## config.mk

```make
export PLATFORM = sky130hd
export DESIGN_NAME = control_unit
export DESIGN_NICKNAME = d
export VERILOG_FILES = /design/src/rtl/control_unit.sv
export SDC_FILE = /design/constraint.sdc
export NUM_CORES = 1
export LEC_CHECK = 0
export CELL_PAD_IN_SITES_DETAIL_PLACEMENT = 2
export CELL_PAD_IN_SITES_GLOBAL_PLACEMENT = 2
export CORE_MARGIN = 4
export CORE_UTILIZATION = 24
export DETAILED_ROUTE_END_ITERATION = 10
export PLACE_DENSITY = 0.92
export SLEW_MARGIN = 0
export SYNTH_ARGS = -nofsm -noshare
export SYNTH_HDL_FRONTEND = slang
export SYNTH_SLANG_ARGS = --single-unit
```

## constraint.sdc

```tcl
create_clock -name clk -period 2.7 [get_ports clk]
set_input_delay 0.27 -clock clk [delete_from_list [all_inputs] [get_ports clk]]
set_output_delay 0.27 -clock clk [all_outputs]
set_load 0.02 [all_outputs]
```

## src/rtl/control_unit.sv

```systemverilog
// Multicycle MIPS main control FSM: fetch/decode/execute/memory/write-back sequencing
// with a parameterised memory-read wait on instruction fetch and lw.
module control_unit #(
  parameter int unsigned MEM_WAIT = 1
) (
  input  logic       clk,
  input  logic       reset,
  input  logic [5:0] opcode,
  output logic       PCWrite,
  output logic       PCWriteCond,
  output logic       IorD,
  output logic       MemRead,
  output logic       MemWrite,
  output logic       IRWrite,
  output logic       MemtoReg,
  output logic       RegDst,
  output logic       RegWrite,
  output logic       ALUSrcA,
  output logic [1:0] ALUSrcB,
  output logic [1:0] PCSource,
  output logic [1:0] ULAOp,
  output logic       Illegal,
  output logic [3:0] state_o
);

  typedef enum logic [3:0] {
    S_RESET     = 4'd0,
    S_FETCH     = 4'd1,
    S_DECODE    = 4'd2,
    S_MEM_ADDR  = 4'd3,
    S_MEM_READ  = 4'd4,
    S_MEM_WB    = 4'd5,
    S_MEM_WRITE = 4'd6,
    S_EXEC_R    = 4'd7,
    S_R_WB      = 4'd8,
    S_ADDI_EXEC = 4'd9,
    S_ADDI_WB   = 4'd10,
    S_BRANCH    = 4'd11,
    S_JUMP      = 4'd12,
    S_ILLEGAL   = 4'd13
  } state_t;

  localparam logic [5:0] OP_RTYPE = 6'h00;
  localparam logic [5:0] OP_LW    = 6'h23;
  localparam logic [5:0] OP_SW    = 6'h2B;
  localparam logic [5:0] OP_ADDI  = 6'h08;
  localparam logic [5:0] OP_BEQ   = 6'h04;
  localparam logic [5:0] OP_J     = 6'h02;

  localparam logic [3:0] C_WAIT = 4'(MEM_WAIT);

  state_t     r_state;
  state_t     w_next;
  logic [3:0] r_cnt;
  logic [3:0] w_cnt_next;
  logic       r_is_sw;
  logic       w_mem_done;

  assign w_mem_done = (r_cnt == C_WAIT);

  // lw/sw choice is captured in DECODE so later opcode changes cannot redirect MEM_ADDR
  always_ff @(posedge clk) begin
    if (!reset) begin
      r_state <= S_RESET;
      r_cnt   <= 4'd0;
      r_is_sw <= 1'b0;
    end else begin
      r_state <= w_next;
      r_cnt   <= w_cnt_next;
      if (r_state == S_DECODE) begin
        r_is_sw <= (opcode == OP_SW);
      end
    end
  end

  always_comb begin
    w_next = S_FETCH;
    case (r_state)
      S_RESET:     w_next = S_FETCH;
      S_FETCH:     w_next = w_mem_done ? S_DECODE : S_FETCH;
      S_DECODE: begin
        case (opcode)
          OP_RTYPE:     w_next = S_EXEC_R;
          OP_LW, OP_SW: w_next = S_MEM_ADDR;
          OP_ADDI:      w_next = S_ADDI_EXEC;
          OP_BEQ:       w_next = S_BRANCH;
          OP_J:         w_next = S_JUMP;
          default:      w_next = S_ILLEGAL;
        endcase
      end
      S_MEM_ADDR:  w_next = r_is_sw ? S_MEM_WRITE : S_MEM_READ;
      S_MEM_READ:  w_next = w_mem_done ? S_MEM_WB : S_MEM_READ;
      S_EXEC_R:    w_next = S_R_WB;
      S_ADDI_EXEC: w_next = S_ADDI_WB;
      default:     w_next = S_FETCH;
    endcase
  end

  // Counter restarts on entry to a memory-wait state and saturates at MEM_WAIT
  always_comb begin
    w_cnt_next = r_cnt;
    if ((w_next == S_FETCH || w_next == S_MEM_READ) && (w_next != r_state)) begin
      w_cnt_next = 4'd0;
    end else if ((r_state == S_FETCH || r_state == S_MEM_READ) && (r_cnt < C_WAIT)) begin
      w_cnt_next = r_cnt + 4'd1;
    end
  end

  always_comb begin
    PCWrite     = 1'b0;
    PCWriteCond = 1'b0;
    IorD        = 1'b0;
    MemRead     = 1'b0;
    MemWrite    = 1'b0;
    IRWrite     = 1'b0;
    MemtoReg    = 1'b0;
    RegDst      = 1'b0;
    RegWrite    = 1'b0;
    ALUSrcA     = 1'b0;
    ALUSrcB     = 2'b00;
    PCSource    = 2'b00;
    ULAOp       = 2'b00;
    Illegal     = 1'b0;
    state_o     = r_state;
    case (r_state)
      S_FETCH: begin
        MemRead = 1'b1;
        if (w_mem_done) begin
          IRWrite = 1'b1;
          ALUSrcB = 2'b01;
          PCWrite = 1'b1;
        end
      end
      S_DECODE: begin
        ALUSrcB = 2'b11;
      end
      S_MEM_ADDR, S_ADDI_EXEC: begin
        ALUSrcA = 1'b1;
        ALUSrcB = 2'b10;
      end
      S_MEM_READ: begin
        MemRead = 1'b1;
        IorD    = 1'b1;
      end
      S_MEM_WB: begin
        MemtoReg = 1'b1;
        RegWrite = 1'b1;
      end
      S_MEM_WRITE: begin
        MemWrite = 1'b1;
        IorD     = 1'b1;
      end
      S_EXEC_R: begin
        ALUSrcA = 1'b1;
        ULAOp   = 2'b10;
      end
      S_R_WB: begin
        RegDst   = 1'b1;
        RegWrite = 1'b1;
      end
      S_ADDI_WB: begin
        RegWrite = 1'b1;
      end
      S_BRANCH: begin
        ALUSrcA     = 1'b1;
        ULAOp       = 2'b01;
        PCWriteCond = 1'b1;
        PCSource    = 2'b01;
      end
      S_JUMP: begin
        PCWrite  = 1'b1;
        PCSource = 2'b10;
      end
      S_ILLEGAL: begin
        Illegal = 1'b1;
      end
      default: ;
    endcase
  end

endmodule
```

==> flow_summary.json <==
{
  "critPathMaxStageDelay_ns": 0.60,
  "p_leak_uw": 0.000384,
  "syn2layout_area_growth_pct": 45.0,
  "clock.fmax_mhz": 399,
  "ctsHoldBuffers": 0,
  "drt_iter0_drc": 25,
  "layout-drive-gt1-share": 0.0800,
  "htreeDepth": 1,
  "dr.pass1.iters": 4,
  "syn_area_um2": 728,
  "port_buffers": 28,
  "syn_nets": 109,
  "fp-row-count": 19,
  "hpwl_mm": 1.94,
  "synth-edff-count": 0,
  "ys_ff_latch": 9,
  "slew_headroom": 0.644,
  "cellPowerDensity_nw_per_um2": 345,
  "dr_total_vias": 786,
  "cts_tree": "yes",
  "cp-end-kind": "primary output",
  "grt_max_degree": 18,
  "async_reset_ff_frac": 0,
  "grt-ovfl-total": 0,
  "fin_setup_tns_ns": 0,
  "synthCells": 98,
  "fin_crit_sh": 0.928,
  "cpMaxStageDelayCell": "clkdlybuf4s50_1",
  "place_congestion": 0.771,
  "worstPathArrival_ns": 2.24,
  "fillers": 332,
  "wire_per_inst_um": 16.0,
  "path_clk_slew_ns": 0.06,
  "hp-class": "flip-flop to flip-flop",
  "clock_latency_ns": 0.25,
  "status": "finished, final reports clean",
  "die_height_um": 63.1,
  "post-route-drc-count": 0,
  "cp_num_buf_inv": 3,
  "antenna_found_initial": 0,
  "fp.dieW_um": 63.1,
  "avgSynthCellArea_um2": 7.43,
  "peakVddDrop_mv": 0.102,
  "clock_path_buffers": 2,
  "cts.sinks": 9,
  "cts-resized-gates": 0,
  "fp.dieArea_um2": 3980,
  "synthFlopType": "dfxtp_1",
  "synth_seq_area_share": 0.247,
  "crit_family": "buffers and inverters",
  "routed_wl_mm": 2.50,
  "maxCapViolations": 0,
  "design_area_um2": 1060,
  "placedCellCount": 152,
  "crit_chain": "inv_1, ha_1, nor3b_2, or4b_1, inv_2, or2_1, clkdlybuf4s50_1",
  "p_total_uw": 364,
  "cts_root_buf": "clkbuf_4",
  "ant_nets": 0,
  "hold_viol_final": 0,
  "multi_input_area_um2": 493,
  "finalSetupViolations": 0,
  "finClkSkew_ns": 0.000833,
  "post_cts_buffers": 0,
  "cp.required_ns": 2.43,
  "crit_path_start_kind": "flip-flop",
  "rsz0062_at_grt": "no",
  "layout.cells.non_filler": 156,
  "yosys_warnings": 0,
  "numCtsBuffers": 3,
  "crit_fanout": 3,
  "grt_pass1_vias": 821,
  "insertedDiodeCount": 0,
  "drv_slew": 0,
  "coreArea_um2": 2830,
  "ios": 29,
  "track_usage": 0.129,
  "grt_pass1_wl_mm": 4.12,
  "nNetsFinal": 137,
  "seq_area_um2": 180,
  "final_util": 0.373,
  "routed_via_density": 5.04,
  "dpl-instance-area_um2": 1020,
  "tightest_slew_ns": 0.533,
  "critPathKind": "flip-flop to primary output",
  "start_util": 0.257,
  "ys_types": 39,
  "period_needed_ns": 2.51
}
final cells by class:
cell class | instances | area share
clock buffers | 4 | 0.0249
inverters | 4 | 0.0142
multi-input cells | 77 | 0.467
flip-flops and latches | 9 | 0.171
well taps | 31 | 0.0367
repair buffers | 31 | 0.287
kinds of logic after synthesis:
kind of cell,share of synthesized area
AOI/OAI and AO/OA,0.131
buffers and inverters,0.0825
DFF,0.247
muxes,0.0412
and+or+nand+nor,0.411
xor gates and xnor gates,0.0361
adders and majority gates,0.0516
synthesized netlist by cell type (2+ instances only):
master | n | area, um2
a211oi_1 | 2 | 15.0
buf_4 | 3 | 22.5
ha_1 | 3 | 37.5
dfxtp_1 | 9 | 180
nor2_1 | 15 | 56.3
nor3_1 | 8 | 40.0
nand3_1 | 2 | 10.0
nand3b_1 | 2 | 15.0
or2_1 | 2 | 12.5
mux2i_1 | 3 | 30.0
nand2_1 | 6 | 22.5
nor2b_1 | 2 | 12.5
o21ai_1 | 4 | 20.0
inv_1 | 3 | 11.3
nand2b_1 | 4 | 25.0
nor3b_1 | 2 | 15.0
xnor2_1 | 2 | 17.5
a21oi_1 | 3 | 15.0
buf_2 | 2 | 10.0
and3_1 | 2 | 12.5
layout by cell type (no fill, tap or decap), drive strengths merged, types with 2 or more instances in the layout:
| cell type | instances |
|---|---|
| clkbuf | 4 |
| ha | 3 |
| nor2b | 2 |
| dfxtp | 9 |
| nor3b | 2 |
| nand3b | 2 |
| buf | 3 |
| a211oi | 2 |
| clkdlybuf4s50 | 28 |
| nand3 | 2 |
| mux2i | 3 |
| a21oi | 3 |
| o21ai | 5 |
| nor2 | 15 |
| nand2 | 6 |
| xnor2 | 2 |
| nor3 | 9 |
| inv | 4 |
| nand2b | 4 |
| or2 | 2 |
| or4b | 2 |
| and3 | 2 |
layer usage:
metal  track usage  vias up  share of wire
met2         0.237       16           0.52
met4        0.0413        0         0.0048
met5             0        -              0
met1         0.154      370           0.45
li1              -      398              -
met3        0.0142        2          0.026
worst min-delay path: stages, from the launching register on:
cell	delay (ns)
dfxtp_1	0.34
inv_1	0.07
nor2_1	0.04
report_power, final:
group          leakage, uW  switching (uW)  internal (uW)  total (uW)
logic             0.000296            63.2           55.6         119
registers        0.0000730            6.09            137         143
clock network    0.0000150            45.1           56.8         102
flip-flops by register name, summed over array words and instances, names as in the netlist:
signal,count
r_cnt,4
state_o,4
r_is_sw,1
final timing paths:
path	from	endpoint	slack (ns)	cells past startpoint
min reg2reg	r_cnt[3]	r_cnt[3]	0.49	2
max	r_cnt[1]	PCWrite	0.19	7
min	r_cnt[3]	r_cnt[3]	0.49	2
max reg2reg	state_o[3]	r_cnt[1]	0.93	4
stage by stage:
step                      setup WS (ns)  hold WS [ns]
after global routing             0.0313         0.527
after detailed placement          0.375         0.472
after floorplan                   0.802         0.422
after global placement            0.472         0.446
final                             0.194         0.490
after CTS                        0.0883         0.481
(Power assumes the default switching activity.)
